**src/rtl/noc_params.sv**
```systemverilog
// Shared NoC definitions used by packet_sender and packet_receiver.
// Holds the packet geometry, the packed packet layout, the byte-link framing
// constants and the receiver state encoding, so both ends of the link agree
// on them.
package noc_params;

  // Packet geometry: destination coordinates followed by the payload.
  localparam int X_DEST_W       = 4;
  localparam int Y_DEST_W       = 4;
  localparam int PAYLOAD_W      = 24;
  localparam int PKT_SIZE       = X_DEST_W + Y_DEST_W + PAYLOAD_W;
  localparam int PKT_SIZE_BYTES = PKT_SIZE / 8;

  // Field order matches the byte order on the link: x_dest is in the first byte.
  typedef struct packed {
    logic [X_DEST_W-1:0]  x_dest;
    logic [Y_DEST_W-1:0]  y_dest;
    logic [PAYLOAD_W-1:0] payload;
  } packet_t;

  // Byte-link framing: frames are delimited by FRAME_DELIM. A data byte that
  // collides with either control byte is sent as FRAME_ESC, byte ^ ESC_XOR.
  localparam logic [7:0] FRAME_DELIM = 8'h7E;
  localparam logic [7:0] FRAME_ESC   = 8'h7D;
  localparam logic [7:0] ESC_XOR     = 8'h20;

  // Receiver deframer states.
  typedef enum logic [1:0] {
    S_HUNT = 2'd0,
    S_DATA = 2'd1,
    S_ESC  = 2'd2
  } recv_state_t;

  // True for data bytes that must be escaped by the sender.
  function automatic logic needs_escape(input logic [7:0] b);
    return (b == FRAME_DELIM) || (b == FRAME_ESC);
  endfunction

endpackage

```
**src/rtl/packet_receiver.sv**
```systemverilog
// packet_receiver: serial deframer for the NoC byte link.
// Hunts for the start delimiter, removes escapes, collects PKT_SIZE_BYTES
// data bytes MSB-first and checks the closing delimiter. A good frame updates
// pkt with a one-cycle valid_out pulse; any framing fault gives a one-cycle
// frame_err pulse and bumps a saturating error counter. The deframer always
// resynchronises on its own.
//
// Ports:
//   clk        system clock
//   rst        asynchronous, active-high reset
//   valid_in   rx_byte is valid this cycle (gaps allowed)
//   rx_byte    byte from the link
//   pkt        last correctly received packet, held until the next one
//   valid_out  one-cycle pulse when pkt updates
//   frame_err  one-cycle pulse on any framing fault
//   err_count  saturating count of frame_err pulses
module packet_receiver
  import noc_params::*;
#(
  parameter int ERR_CNT_W = 8
) (
  input  logic                 clk,
  input  logic                 rst,
  input  logic                 valid_in,
  input  logic [7:0]           rx_byte,
  output packet_t              pkt,
  output logic                 valid_out,
  output logic                 frame_err,
  output logic [ERR_CNT_W-1:0] err_count
);

  // byte_cnt must be able to hold the full byte count itself, not just
  // count below it.
  localparam int CNT_W = $clog2(PKT_SIZE_BYTES + 1);
  localparam logic [CNT_W-1:0] CNT_FULL = CNT_W'(PKT_SIZE_BYTES);

  recv_state_t         state, state_next;
  logic [CNT_W-1:0]    byte_cnt, cnt_next;
  logic [PKT_SIZE-1:0] shift_reg, shift_next;
  logic                load_pkt;
  logic                raise_err;
  logic                is_delim;
  logic                is_esc;

  // Delimiter classification uses the raw byte, before any unescape.
  assign is_delim = (rx_byte == FRAME_DELIM);
  assign is_esc   = (rx_byte == FRAME_ESC);

  // Deframer state register.
  always_ff @(posedge clk or posedge rst) begin
    if (rst) begin
      state     <= S_HUNT;
      byte_cnt  <= '0;
      shift_reg <= '0;
    end else begin
      state     <= state_next;
      byte_cnt  <= cnt_next;
      shift_reg <= shift_next;
    end
  end

  // Next-state logic. Only cycles with valid_in advance the deframer; a
  // fault that sees a delimiter treats it as the start of a new frame so a
  // damaged frame costs at most one packet.
  always_comb begin
    state_next = state;
    cnt_next   = byte_cnt;
    shift_next = shift_reg;
    load_pkt   = 1'b0;
    raise_err  = 1'b0;

    if (valid_in) begin
      case (state)
        S_HUNT: begin
          if (is_delim) begin
            state_next = S_DATA;
            cnt_next   = '0;
          end
        end

        S_DATA: begin
          if (is_delim) begin
            if (byte_cnt == CNT_FULL) begin
              load_pkt   = 1'b1;
              state_next = S_HUNT;
            end else if (byte_cnt != '0) begin
              // Short frame: this delimiter opens the next frame.
              raise_err = 1'b1;
            end
            if (byte_cnt != CNT_FULL) begin
              cnt_next = '0;
            end
          end else if (is_esc) begin
            if (byte_cnt == CNT_FULL) begin
              raise_err  = 1'b1;
              state_next = S_HUNT;
            end else begin
              state_next = S_ESC;
            end
          end else begin
            if (byte_cnt == CNT_FULL) begin
              // Overlength frame.
              raise_err  = 1'b1;
              state_next = S_HUNT;
            end else begin
              shift_next = {shift_reg[PKT_SIZE-9:0], rx_byte};
              cnt_next   = byte_cnt + 1'b1;
            end
          end
        end

        S_ESC: begin
          // S_ESC is only entered with room for one more byte.
          if (is_delim) begin
            raise_err  = 1'b1;
            state_next = S_DATA;
            cnt_next   = '0;
          end else begin
            shift_next = {shift_reg[PKT_SIZE-9:0], rx_byte ^ ESC_XOR};
            cnt_next   = byte_cnt + 1'b1;
            state_next = S_DATA;
          end
        end

        default: begin
          state_next = S_HUNT;
          cnt_next   = '0;
        end
      endcase
    end
  end

  // Registered outputs: pkt only moves on a good frame, so a failed frame
  // leaves the previous packet visible. The counter updates on the same edge
  // that raises frame_err and sticks at all-ones.
  always_ff @(posedge clk or posedge rst) begin
    if (rst) begin
      pkt       <= '0;
      valid_out <= 1'b0;
      frame_err <= 1'b0;
      err_count <= '0;
    end else begin
      valid_out <= load_pkt;
      frame_err <= raise_err;
      if (load_pkt) begin
        pkt <= shift_reg;
      end
      if (raise_err && (err_count != {ERR_CNT_W{1'b1}})) begin
        err_count <= err_count + 1'b1;
      end
    end
  end

endmodule

```
**config.mk**
```make
export PLATFORM = sky130hd
export DESIGN_NAME = packet_receiver
export DESIGN_NICKNAME = d
export VERILOG_FILES = /design/src/rtl/noc_params.sv /design/src/rtl/packet_receiver.sv
export SDC_FILE = /design/constraint.sdc
export NUM_CORES = 1
export LEC_CHECK = 0
export CAP_MARGIN = 5
export CORE_UTILIZATION = 30
export CTS_CLUSTER_DIAMETER = 200
export CTS_CLUSTER_SIZE = 25
export DETAILED_ROUTE_END_ITERATION = 10
export PLACE_DENSITY_LB_ADDON = 0.3
export SLEW_MARGIN = 20
export SYNTH_ARGS = -nofsm -noshare
export SYNTH_HDL_FRONTEND = slang
export SYNTH_SLANG_ARGS = --single-unit
```
**constraint.sdc**
```tcl
create_clock -name clk -period 3.7 [get_ports clk]
set_input_delay 1.11 -clock clk [delete_from_list [all_inputs] [get_ports clk]]
set_output_delay 1.11 -clock clk [all_outputs]
set_load 0.03 [all_outputs]
```
==> impl_results.md, run 1 <==
- Run status: finished clean
- CTS root buffer: clkbuf_16
- Placed insts: 434
- Multi-input logic area: 1410 sq um
- CP max stage cell: clkdlybuf4s50_1
- Die Wd: 110 microns
- R2R Path Start: state[1]
- Clock Tree Buf Depth: 2
- Post-DR vias/cell: 4.53
- Core area: 11400 sq um
- PortBufs: 52
- Initial antenna violation count: 0
- Synth Instances: 241
- Final period util: 0.790
- Cell Chain, Critical Path: clkdlybuf4s50_1 -> and4_4 -> and3_1 -> and3_4 -> buf_4 -> mux2_4
- Syn Nets: 260
- Worst Hold Endpoint: pkt[29]
- Pre-antenna DRT Iters: 4
- Netlist cell types: 34
- Grt total ovfl: 0
- P per Cell Area: 486 nW/um^2
- Postcts setup bufs: 0
- Number of global-route vias before repair: 2106
- WP data arrival: 3.14 ns
- Number of gates resized after CTS: 0
- Slew headroom: 0.533
- Worst setup SP type: primary input
- HP Start: shift_reg[29]
- Synth area leader: dfrtp_1
- Global-route wire length before repair: 10700 microns
- Post-synthesis sequential area ratio: 0.566
- CP endpoint kind: register
- Min-Delay Path Class: register to register
- Via Count: 2039
- Clock Latency Late Sink: 0.33 ns
- Die area: 12100 sq um
- Routed wire length: 6430 microns
- Total negative slack: 0 ns
- Synthesized flop and latch total: 79
- Period minus WS final: 2.92 ns
- Fmax: 342 MHz
- Fill count: 1076
- Clk_skew: 0.0104 ns
- Reg2Reg Capture Point: shift_reg[27]
- Clock tree from TritonCTS: yes
- RSZ-0062 raised after global routing: no
- # DRC: 0
- Final Non-Filler Cells: 450
- DRT iter0 DRCs: 102
- Clk sink count: 79
- Endpoints failing setup: 0
- GPL Wtd Cong: 0.735
- Total GRT Usage: 0.119
- Layout area overhead: 29.9%
- Nets: 321
- Cts bufs inserted: 9
- CTS H-tree lvls: 3
- Crit path largest cell delay: 0.50 ns
- Routed length per instance: 14.3 microns
- Crit Path Category: primary input to register
- FF+latch area: 1980 sq um
- Leak Pwr: 2.10 nW
- Placed wire-length estimate: 4500 microns
- WHS: 0.482 ns
- Core Rows: 39
- Hold Violations, Final: 0
- Hold Path Cell Cnt: 1
- R2R cell count: 7
- Die span in y: 110 microns
- Synth top area share: 0.566
- Top delay family on crit path: simple AND/OR/NAND/NOR gates
- Avg Inst Size Synth: 14.5 sq um
- YS warnings: 0
- Mapped Area: 3490 sq um
- IR Drop Worst-Case VDD: 206 uV
- Starting Density: 0.307
- Clock slew at reported path FFs: 0.06 ns
- Top cells by area, synth: dfrtp_1 57%, mux2_4 13%, mux2_2 7.4%
- Ant diodes: 0
- Buf/Inv on CP: 2
- Max cap viols: 0
- Ratio of cells with drive above 1 in the final layout: 0.270
- Crit path required time: 3.91 ns
- Antenna Nets Post-Route: 0
- Post-CTS Hold Buffers: 0
- R2r setup slk: 1.59 ns
- Critical path fanouts, max: 14
- Max-slew violations: 0
- Least-Margin Pin Slew: 0.701 ns
- Largest net degree at the start of global routing: 43
- IO Pins: 53
## cells in the mapped netlist
cell type,instances
a31oi_1,5
and4_4,1
xor2_1,2
mux2_4,31
mux2_1,11
buf_8,3
o21ai_0,4
nor2_1,5
nand2b_1,1
xnor2_1,4
and3_4,1
o21bai_1,1
nor3_1,1
inv_1,8
nand4bb_1,1
nor2b_2,1
dfrtp_1,79
nor2b_1,4
o21a_1,1
a21boi_1,1
nand3_1,7
and2_4,1
buf_2,4
ha_1,8
o21ai_1,2
nand2_1,8
buf_6,2
a31o_1,1
nand4_1,3
and3_1,7
a21oi_1,8
mux2_2,23
mux2i_4,1
a32o_1,1
## layer usage
| layer | global-route usage | vias up | part of all wire |
|---|---|---|---|
| met4 | 0.0667 | 0 | 0.020 |
| met1 | 0.150 | 1006 | 0.47 |
| li1 | - | 980 | - |
| met5 | 0 | - | 0 |
| met3 | 0.0261 | 9 | 0.035 |
| met2 | 0.188 | 44 | 0.48 |
## cell type report
type | instances | area share
Tap cell | 143 | 0.0394
Sequential cell | 79 | 0.435
Multi-Input combinational cell | 145 | 0.311
Clock buffer | 10 | 0.0504
Inverter | 8 | 0.00689
Timing Repair Buffer | 59 | 0.132
Clock inverter | 6 | 0.0254
## report_power, final
group	total [mW]	switching, mW	internal (mW)
registers	1.03	0.0736	0.956
clock network	1.01	0.349	0.664
logic	0.164	0.0713	0.0928
total	2.21	0.494	1.71
## cell usage in the layout (no fill, tap or decap), types with 5 or more instances in the layout
cell type,Yosys,routed
nand3_1,7,7
nand2_1,8,8
mux2_2,23,23
clkdlybuf4s50_1,0,52
nor2_1,5,5
mux2_1,11,11
ha_1,8,8
dfrtp_1,79,79
clkbuf_16,0,9
a31oi_1,5,5
a21oi_1,8,8
inv_1,8,7
mux2_4,31,31
buf_4,0,5
and3_1,7,7
## metrics by stage
stage                      util  cell area, sq um  total power, mW  setup WS (ns)
after floorplan               -              3490             1.14          0.567
after global routing      0.399              4540             2.31          0.694
after detailed placement  0.369              4200             1.22          0.414
after CTS                 0.399              4540             2.25          0.769
after global placement    0.369              4200             1.21          0.449
final                     0.399              4540             2.21          0.775
## how the worst max path moves through the flow
stage | startpoint | endpoint | slack (ns) | cells after the start
6_report | rx_byte[6] | pkt[12] | 0.78 | 6
5_1_grt | rx_byte[3] | pkt[30] | 0.69 | 6
4_1_cts | rx_byte[3] | pkt[12] | 0.77 | 6
3_5_place_dp | rx_byte[3] | pkt[3] | 0.41 | 6
3_3_place_gp | rx_byte[3] | pkt[30] | 0.45 | 6
2_1_floorplan | rst | byte_cnt[0] | 0.57 | 1
## kinds of logic after synthesis
logic type | synth area share
fa+ha+maj | 0.0286
mux | 0.249
compound gates | 0.0408
simple gates | 0.0670
buf+inv | 0.0337
flops | 0.566
xor+xnor | 0.0150
(Power assumes the default switching activity.)
==> inputs of run 2 (changes only) <==
==> constraint.sdc (replaced) <==
create_clock -name clk -period 2.8 [get_ports clk]
set_input_delay 0.84 -clock clk [delete_from_list [all_inputs] [get_ports clk]]
set_output_delay 0.84 -clock clk [all_outputs]
set_load 0.03 [all_outputs]
==> run 2 against run 1 <==
Against the previous run:
- combinational power is 37% higher
- cell count up 2.4%
- critical path depth stayed put
- die area unchanged
- setup slack worse by 0.42 ns
- wire length is 2.3% lower
- power is 27% higher
- sequential power rose by 31%
- core utilization increased by 0.70 points
- clock power grew 21%
- hold slack improved by 0.012 ns
- via count is 3.3% higher
==> impl_results.md, run 2 (synthesized netlist as in run 1, its figures left out) <==
- Run status: finished clean
- Ratio of cells with drive above 1 in the final layout: 0.299
- Starting Density: 0.307
- Core area: 11400 sq um
- HP Start: shift_reg[30]
- IO Pins: 53
- Clock Latency Late Sink: 0.34 ns
- Clk_skew: 0.00800 ns
- Number of gates resized after CTS: 0
- Critical path fanouts, max: 13
- Most frequent cells in the layout: 79 x dfrtp_1, 52 x clkdlybuf4s50_1, 31 x mux2_4, 23 x mux2_2, 14 x buf_4
- Die span in y: 110 microns
- Cts bufs inserted: 9
- Combinational share of power: 0.080
- Post-CTS Hold Buffers: 0
- Routed length per instance: 13.6 microns
- Least-Margin Pin Slew: 0.436 ns
- Hold Violations, Final: 0
- DRT iter0 DRCs: 131
- PortBufs: 52
- Number of global-route vias before repair: 2128
- Die area: 12100 sq um
- Final period util: 0.871
- CP endpoint kind: register
- Endpoints failing setup: 0
- Buf/Inv on CP: 2
- Cell internal pwr: 2.12 mW
- Crit Path Category: primary input to register
- GPL Wtd Cong: 0.765
- Period minus WS final: 2.44 ns
- R2r setup slk: 0.83 ns
- Die Wd: 110 microns
- Final Non-Filler Cells: 461
- Max cap viols: 0
- Placed wire-length estimate: 4310 microns
- Core Util, Final: 0.406
- Worst setup SP type: primary input
- Antenna Nets Post-Route: 0
- Grt total ovfl: 0
- IR Drop Worst-Case VDD: 323 uV
- RSZ-0062 raised after global routing: no
- Pre-antenna DRT Iters: 4
- Reg2Reg Capture Point: err_count[1]
- Clock Tree Buf Depth: 2
- Commonest non-fill, non-tap cell in the layout: dfrtp_1
- Slew headroom: 0.709
- Total GRT Usage: 0.115
- Via Count: 2106
- Crit path required time: 3.02 ns
- Post-DR vias/cell: 4.57
- Postcts setup bufs: 0
- Leak Pwr: 2.15 nW
- Ant diodes: 0
- CTS H-tree lvls: 3
- Global-route wire length before repair: 10400 microns
- Clock slew at reported path FFs: 0.07 ns
- Clock tree from TritonCTS: yes
- Fmax: 410 MHz
- Crit path largest cell delay: 0.50 ns
- P per Cell Area: 605 nW/um^2
- Top delay family on crit path: simple AND/OR/NAND/NOR gates
- R2R cell count: 7
- Total negative slack: 0 ns
- Core Rows: 39
- Min-Delay Path Class: register to register
- CTS root buffer: clkbuf_16
- Hold Path Cell Cnt: 1
- Worst Hold Endpoint: pkt[30]
- Routed wire length: 6290 microns
- Sw Ratio: 0.241
- Nets: 332
- CP max stage cell: clkdlybuf4s50_1
- Placed insts: 445
- Layout area overhead: 32.2%
- Initial antenna violation count: 0
- # DRC: 0
- Max-slew violations: 0
- R2R Path Start: state[1]
- Switching pwr: 0.675 mW
- WP data arrival: 2.66 ns
- Reg power frac: 0.483
- Clock network power share: 0.436
- Clk sink count: 79
- Cell Chain, Critical Path: clkdlybuf4s50_1 -> and4_4 -> and3_1 -> and3_4 -> buf_12 -> mux2_1
- Largest net degree at the start of global routing: 80
## run 2: changes by cell type in the layout (fill, tap and decap cells not counted), sizes merged
| cell | delta |
|---|---|
| buf | +11 |
| inv | +1 |
| clkinvlp | +1 |
| bufinv | -2 |
## run 2: how the worst max path moves through the flow
stage / start / end / slack (ns) / cells after the start
floorplan: rx_byte[6] / err_count[1] / 0.58 / 6
global placement: rx_byte[3] / pkt[29] / 0.01 / 6
detailed placement: rx_byte[3] / pkt[29] / -0.006 / 6
CTS: rx_byte[3] / pkt[29] / 0.35 / 6
global route: rx_byte[1] / pkt[29] / 0.31 / 6
finish: rx_byte[3] / pkt[29] / 0.36 / 6
## run 2: cell type report
| class | count | area, sq um |
|---|---|---|
| clock buffer | 10 | 239 |
| clock inverter | 6 | 75.1 |
| fill | 1086 | 6750 |
| inverter | 8 | 33.8 |
| multi-input combinational | 145 | 1410 |
| sequential | 79 | 1980 |
| tap | 143 | 179 |
| timing repair buffer | 70 | 706 |
## run 2: per-stage QoR
step	hold WS, ns	worst slack, ns	total power [mW]	instance area, sq um
detailed placement	0.478	-0.00615	1.61	4310
global placement	0.467	0.0109	1.60	4310
global route	0.509	0.311	2.94	4620
CTS	0.497	0.347	2.84	4620
finish	0.494	0.360	2.80	4620
floorplan	0.459	0.577	1.51	3500
## run 2: worst reg2reg max path, stage by stage (launching register included)
cell	delay, ns
dfrtp_1	0.41
inv_1	0.10
ha_1	0.26
and3_1	0.28
nand3_1	0.14
mux2i_4	0.20
and2_4	0.18
mux2_4	0.29
## run 2: metal layers
layer  GRT usage  vias up  share of wire
li1            -     1005              -
met1       0.146     1042           0.48
met2       0.178       53           0.47
met3      0.0421        6          0.042
met4      0.0400        0          0.014
met5           0        -              0
## run 2: power by group through the flow
stage                     logic, mW  clock network [mW]  registers [mW]
after global placement        0.223                   0            1.37
after detailed placement      0.229                   0            1.38
after floorplan               0.168                   0            1.34
final                         0.225                1.22            1.35
after global routing          0.255                1.31            1.37
after CTS                     0.230                1.26            1.35
